--- src/rtl/alu_seq_pkg.sv ---
// Shared constants for the ALU operation sequencer: widths, ALU op codes, FSM encoding.
package alu_seq_pkg;

  localparam int DW   = 4;
  localparam int NREG = 4;
  localparam int AW   = $clog2(NREG);

  typedef logic [DW-1:0] data_t;
  typedef logic [AW-1:0] addr_t;

  localparam logic [1:0] OP_ADD = 2'b00;
  localparam logic [1:0] OP_SUB = 2'b01;
  localparam logic [1:0] OP_AND = 2'b10;
  localparam logic [1:0] OP_OR  = 2'b11;

  localparam logic [1:0] ST_IDLE  = 2'd0;
  localparam logic [1:0] ST_ISSUE = 2'd1;
  localparam logic [1:0] ST_WB    = 2'd2;

endpackage

--- src/rtl/alu_seq_regfile.sv ---
// NREG x DW register file: two write ports (writeback beats load on the same
// address) and three combinational read ports.
module alu_seq_regfile
  import alu_seq_pkg::*;
(
  input  logic          clk,
  input  logic          rst_n,
  input  logic          wb_en,
  input  logic [AW-1:0] wb_addr,
  input  logic [DW-1:0] wb_data,
  input  logic          ld_en,
  input  logic [AW-1:0] ld_addr,
  input  logic [DW-1:0] ld_data,
  input  logic [AW-1:0] rs1_addr,
  output logic [DW-1:0] rs1_data,
  input  logic [AW-1:0] rs2_addr,
  output logic [DW-1:0] rs2_data,
  input  logic [AW-1:0] dbg_addr,
  output logic [DW-1:0] dbg_data
);

  data_t regs_q [NREG];
  data_t regs_d [NREG];

  // NOTE: the load is applied first so a writeback to the same address overwrites it.
  always_comb begin
    regs_d = regs_q;
    if (ld_en) regs_d[ld_addr] = ld_data;
    if (wb_en) regs_d[wb_addr] = wb_data;
  end

  // NOTE: the file is small and must read back as zero after reset, so every entry is reset.
  always_ff @(posedge clk or negedge rst_n) begin
    if (!rst_n) begin
      for (int i = 0; i < NREG; i++) regs_q[i] <= '0;
    end else begin
      regs_q <= regs_d;
    end
  end

  assign rs1_data = regs_q[rs1_addr];
  assign rs2_data = regs_q[rs2_addr];
  assign dbg_data = regs_q[dbg_addr];

endmodule

--- src/rtl/alu_op_sequencer.sv ---
// Sequences one ALU operation at a time: IDLE -> ISSUE -> WB, writing C back to the file.
// Optional ALU_SEQ_ZERO_FLAG_EN adds a registered zero flag updated at writeback.
module alu_op_sequencer
  import alu_seq_pkg::*;
(
  input  logic          clk,
  input  logic          rst_n,
  input  logic          req_valid,
  output logic          req_ready,
  input  logic [1:0]    req_op,
  input  logic [1:0]    req_rd,
  input  logic [1:0]    req_rs1,
  input  logic [1:0]    req_rs2,
  input  logic          ld_en,
  input  logic [1:0]    ld_addr,
  input  logic [DW-1:0] ld_data,
  output logic [1:0]    alu_s,
  output logic [DW-1:0] alu_a,
  output logic [DW-1:0] alu_b,
  input  logic [DW-1:0] alu_c,
  input  logic          alu_co,
  output logic          done,
  output logic [DW-1:0] result,
  output logic          carry,
  input  logic [1:0]    dbg_addr,
  output logic [DW-1:0] dbg_data
`ifdef ALU_SEQ_ZERO_FLAG_EN
  ,
  output logic          zero
`endif
);

  logic [1:0] state_q, state_d;
  logic [1:0] alu_s_q, alu_s_d;
  logic [1:0] rd_q, rd_d;
  data_t      alu_a_q, alu_a_d;
  data_t      alu_b_q, alu_b_d;
  data_t      result_q, result_d;
  logic       carry_q, carry_d;
  data_t      rs1_data, rs2_data;
  logic       wb_en;

  assign wb_en = (state_q == ST_ISSUE);

  // NOTE: every signal gets its hold value first so no path leaves it unassigned (no latches).
  always_comb begin
    state_d  = state_q;
    alu_s_d  = alu_s_q;
    alu_a_d  = alu_a_q;
    alu_b_d  = alu_b_q;
    rd_d     = rd_q;
    result_d = result_q;
    carry_d  = carry_q;
    case (state_q)
      ST_IDLE: begin
        if (req_valid) begin
          state_d = ST_ISSUE;
          alu_s_d = req_op;
          alu_a_d = rs1_data;
          alu_b_d = rs2_data;
          rd_d    = req_rd;
        end
      end
      ST_ISSUE: begin
        state_d  = ST_WB;
        result_d = alu_c;
        carry_d  = alu_co;
      end
      ST_WB:   state_d = ST_IDLE;
      default: state_d = ST_IDLE;
    endcase
  end

  // NOTE: sequential state uses non-blocking assignments so all flops update together.
  always_ff @(posedge clk or negedge rst_n) begin
    if (!rst_n) begin
      state_q  <= ST_IDLE;
      alu_s_q  <= '0;
      alu_a_q  <= '0;
      alu_b_q  <= '0;
      rd_q     <= '0;
      result_q <= '0;
      carry_q  <= 1'b0;
    end else begin
      state_q  <= state_d;
      alu_s_q  <= alu_s_d;
      alu_a_q  <= alu_a_d;
      alu_b_q  <= alu_b_d;
      rd_q     <= rd_d;
      result_q <= result_d;
      carry_q  <= carry_d;
    end
  end

`ifdef ALU_SEQ_ZERO_FLAG_EN
  logic zero_q, zero_d;

  always_comb begin
    zero_d = zero_q;
    if (wb_en) zero_d = (alu_c == '0);
  end

  always_ff @(posedge clk or negedge rst_n) begin
    if (!rst_n) zero_q <= 1'b1;
    else        zero_q <= zero_d;
  end

  assign zero = zero_q;
`endif

  alu_seq_regfile u_regfile (
    .clk      (clk),
    .rst_n    (rst_n),
    .wb_en    (wb_en),
    .wb_addr  (rd_q),
    .wb_data  (alu_c),
    .ld_en    (ld_en),
    .ld_addr  (ld_addr),
    .ld_data  (ld_data),
    .rs1_addr (req_rs1),
    .rs1_data (rs1_data),
    .rs2_addr (req_rs2),
    .rs2_data (rs2_data),
    .dbg_addr (dbg_addr),
    .dbg_data (dbg_data)
  );

  assign req_ready = (state_q == ST_IDLE);
  assign done      = (state_q == ST_WB);
  assign alu_s     = alu_s_q;
  assign alu_a     = alu_a_q;
  assign alu_b     = alu_b_q;
  assign result    = result_q;
  assign carry     = carry_q;

endmodule

--- config.mk ---
export PLATFORM = sky130hd
export DESIGN_NAME = alu_op_sequencer
export DESIGN_NICKNAME = d
export VERILOG_FILES = /design/src/rtl/alu_seq_pkg.sv /design/src/rtl/alu_seq_regfile.sv /design/src/rtl/alu_op_sequencer.sv
export SDC_FILE = /design/constraint.sdc
export NUM_CORES = 1
export LEC_CHECK = 0
export ABC_AREA = 1
export CAP_MARGIN = 20
export CORE_ASPECT_RATIO = 0.6
export CORE_UTILIZATION = 46
export DETAILED_ROUTE_END_ITERATION = 6
export PLACE_DENSITY = 0.75
export RECOVER_POWER = 100
export SLEW_MARGIN = 20
export SYNTH_ARGS = -nofsm -noshare
export SYNTH_HDL_FRONTEND = slang
export SYNTH_SLANG_ARGS = --single-unit
--- constraint.sdc ---
create_clock -name clk -period 1.1 [get_ports clk]
set_input_delay 0.11 -clock clk [delete_from_list [all_inputs] [get_ports clk]]
set_output_delay 0.11 -clock clk [all_outputs]
set_load 0.01 [all_outputs]
==> results.md, run 1 <==
- Result of the run: finished, violations left
- Failing checks: setup timing
- Number of global-route vias before repair: 2,175
- First-pass GRT wire length: 10,150 µm
- Top cell type by total area after synthesis: sky130_fd_sc_hd__dfrtp_1
- Mapped Cells: 304
- Required time of the worst setup path: 1.32 ns
- Area Overhead vs Synth: 52.65%
- Transition time of the tightest slew-check pin: 0.8164 ns
- Gp weighted congestion: 0.8989
- Yosys warning total: 0
- Number of violations reported at the end of detailed-routing iteration 0: 198
- Final period utilization: 1.179
- Crit path setup slack, layout: -0.1971 ns
- Vias per inst: 5.167
- Antenna violations before repair: 0
- Highest clock frequency the design can meet: 770.9 MHz
- Pin count of the biggest net entering global routing: 36
- Via count: 2,315
- Shortest clock period the worst path allows after layout: 1.297 ns
- Max_slew headroom: 0.4557
- Antenna Cells: 0
- Most used standard cells in the synthesized netlist: sky130_fd_sc_hd__nand2_1, sky130_fd_sc_hd__inv_1, sky130_fd_sc_hd__dfrtp_1
- Net count, final: 412
- Initial core utilization: 0.4932
- CTS H-Tree Depth: 2
- Total instance count after detailed placement: 428
- Synth Cell Area: 0.002077 mm²
- Crit end category: register
- Detailed-router iteration count before antenna repair: 4
- Max-slew violation count: 0
- Overall track demand over capacity in global routing: 0.2949
- Number of buffers inserted during clock tree synthesis: 5
- Sink Count: 35
- Remaining design rule violation count: 0
- Clock insertion delay at the later pin of the skew report: 0.29 ns
- Share of cells above drive strength 1: 0.3119
- Die width: 88.75 µm
- Root buf cell: sky130_fd_sc_hd__clkbuf_8
- Hold violation total from the final report: 0
- Final worst clock skew: 0.004530 ns
- Number of cells in the finished layout apart from fillers: 448
- Number of register bits inferred by synthesis: 35
- Worst vdd rail ir drop: 0.001022 V
- Critical setup path kind: reg -> reg
- Maximum fanout encountered on the critical timing path: 7
- Standard-cell row count: 18
- EDFF count, synth: 0
- Synth area leaders: sky130_fd_sc_hd__dfrtp_1, sky130_fd_sc_hd__nand2_1, sky130_fd_sc_hd__inv_1
- Unrepaired setup endpoints after global routing: true
- Proportion of register bits with asynchronous set or reset after synthesis: 1.000
- Ports placed on the boundary: 46
- Data arrival time of the worst path: 1.52 ns
- Overall die area: 0.004797 mm²
- Max-cap viol count: 0
- CTS tree: built
- Number of setup violations in the final report: 40
- Cts hold-fix bufs: 0
- Top-count cell post-synth: sky130_fd_sc_hd__nand2_1
- Core Util, Final: 0.7528
- Number of fill cells: 341
- Maximum count of clock buffers along a single path: 2
- Type of the worst min-delay path: in -> reg
- Wire length per cell: 14.47 µm
- Leftover overflow at the end of global routing: 0
- Static leakage power: 1.730 nW
- Flip-flop cell with the highest count after synthesis: sky130_fd_sc_hd__dfrtp_1
- Synthesized netlist net count: 329
- DRT antenna net count: 0
- Total half-perimeter wirelength after legalization and detailed placement: 4508 µm
- Setup crit start kind: register
- IO buf count: 45
- Sequential fraction of the synthesis area: 0.4217
- Count of cell types in the netlist: 17
- Total power density per cell area: 1743 mW/mm²
- Floorplan core area: 0.004212 mm²
- Syn Area/Cell: 6.832 µm²
- Clock input transition at the sequential cells of the worst setup and hold paths: 0.07 ns
- Portion of synthesized cell area occupied by the leading cell type: 0.4217
- Die Height: 54.05 µm
- Total wirelength of the detailed-routed design: 6484 µm
cells by family (layout without fill, tap and decap cells):
family                 Yosys count  in the layout  share of synthesized area
AOI/OAI and AO/OA               26             26                    0.06687
and+or+nand+nor                191            191                     0.4030
DFF                             35             35                     0.4217
buffers and inverters           52            136                     0.1084
flip-flops by register name, summed over array words and instances (netlist names):
register,count
u_regfile.regs_q,16
alu_a,4
alu_b,4
result,4
alu_s,2
rd_q,2
state_q,2
carry,1
report_power, final:
part           internal [mW]  total, mW  switching, mW
clock network          0.444      0.901          0.457
registers               1.71       2.01          0.300
logic                   1.18       2.62           1.43
per-stage QoR:
step	instance area, µm²	hold WS (ns)	total power, mW	setup TNS [ns]	setup slack, ns
floorplan	2077	-0.1856	3.116	0	0.02456
global placement	2758	0.4631	4.272	-7.627	-0.5579
detailed placement	2758	0.4645	4.328	-8.551	-0.6392
CTS	3028	0.2072	5.317	-3.023	-0.1503
global route	3171	0.3790	5.899	-5.919	-0.2274
finish	3171	0.3513	5.528	-4.471	-0.1971
worst max-delay path, stage by stage (launching register included):
cell and delay [ns]:
sky130_fd_sc_hd__dfrtp_2 0.43, sky130_fd_sc_hd__buf_6 0.13, sky130_fd_sc_hd__nor2_4 0.13, sky130_fd_sc_hd__nand2_4 0.13
sky130_fd_sc_hd__buf_6 0.14, sky130_fd_sc_hd__clkinvlp_4 0.13, sky130_fd_sc_hd__nand2_1 0.07, sky130_fd_sc_hd__nand2_1 0.06
final timing paths:
kind                                 start  cells after the start  slack, ns              endpoint
worst max-delay path            state_q[1]                      7      -0.20              alu_a[0]
worst min-delay path                 ld_en                      5       0.35  u_regfile.regs_q[10]
worst max register to register  state_q[1]                      7      -0.20              alu_a[0]
worst min register to register    alu_b[2]                      2       0.48              alu_b[2]
max in group asynchronous            rst_n                      2       0.15            state_q[1]
min in group asynchronous            rst_n                      2       0.39              alu_b[1]
repair_timing:
item,4_1_cts,5_1_grt
endpoints found under the setup margin,49,40
pin swaps,31,19
setup buffers,9,5
gates resized for setup,102,51
gates cloned,2,0
area by class of cell:
cell class | count | area (µm²) | area share
tap | 60 | 75.07 | 0.02368
multi-input combinational | 217 | 1167 | 0.3682
sequential | 35 | 877.1 | 0.2766
timing repair inverter | 1 | 7.507 | 0.002368
timing repair buffer | 82 | 758.2 | 0.2391
inverter | 45 | 203.9 | 0.06433
clock inverter | 1 | 5.005 | 0.001579
clock buffer | 7 | 76.32 | 0.02407
placed cells by master (no fill, tap or decap), types with 2 or more instances in the layout:
master,count
sky130_fd_sc_hd__inv_4,3
sky130_fd_sc_hd__o22ai_1,4
sky130_fd_sc_hd__o21ai_0,5
sky130_fd_sc_hd__nand3_2,4
sky130_fd_sc_hd__nand2_4,6
sky130_fd_sc_hd__nand3_4,4
sky130_fd_sc_hd__buf_2,6
sky130_fd_sc_hd__dlygate4sd2_1,15
sky130_fd_sc_hd__nand2_2,32
sky130_fd_sc_hd__nand4_1,5
sky130_fd_sc_hd__dlymetal6s2s_1,2
sky130_fd_sc_hd__clkbuf_1,2
sky130_fd_sc_hd__nand3_1,23
sky130_fd_sc_hd__clkinv_4,3
sky130_fd_sc_hd__buf_6,9
sky130_fd_sc_hd__o21ai_2,7
sky130_fd_sc_hd__nand2_1,102
sky130_fd_sc_hd__o21ai_1,10
sky130_fd_sc_hd__dfrtp_1,34
sky130_fd_sc_hd__clkbuf_8,5
sky130_fd_sc_hd__clkdlybuf4s15_1,2
sky130_fd_sc_hd__inv_1,32
sky130_fd_sc_hd__inv_2,6
sky130_fd_sc_hd__buf_4,25
sky130_fd_sc_hd__nor2_1,11
sky130_fd_sc_hd__clkdlybuf4s50_1,20
layer usage:
metal	part of all wire	track usage	vias to the layer above
met4	0.015	0.08333	0
li1	-	-	1112
met5	0	0	-
met2	0.44	0.4436	100
met3	0.099	0.07669	13
met1	0.45	0.4190	1090
No activity file was read; power rests on OpenSTA's default activity.
==> run 2, diff against run 1 <==
--- a/config.mk
+++ b/config.mk
@@ -12,7 +12,7 @@
 export DETAILED_ROUTE_END_ITERATION = 6
 export PLACE_DENSITY = 0.75
 export RECOVER_POWER = 100
-export SLEW_MARGIN = 20
+export SLEW_MARGIN = 10
 export SYNTH_ARGS = -nofsm -noshare
 export SYNTH_HDL_FRONTEND = slang
 export SYNTH_SLANG_ARGS = --single-unit
==> results of run 2 <==
Final layout, timing and power as in run 1 (identical DEF).
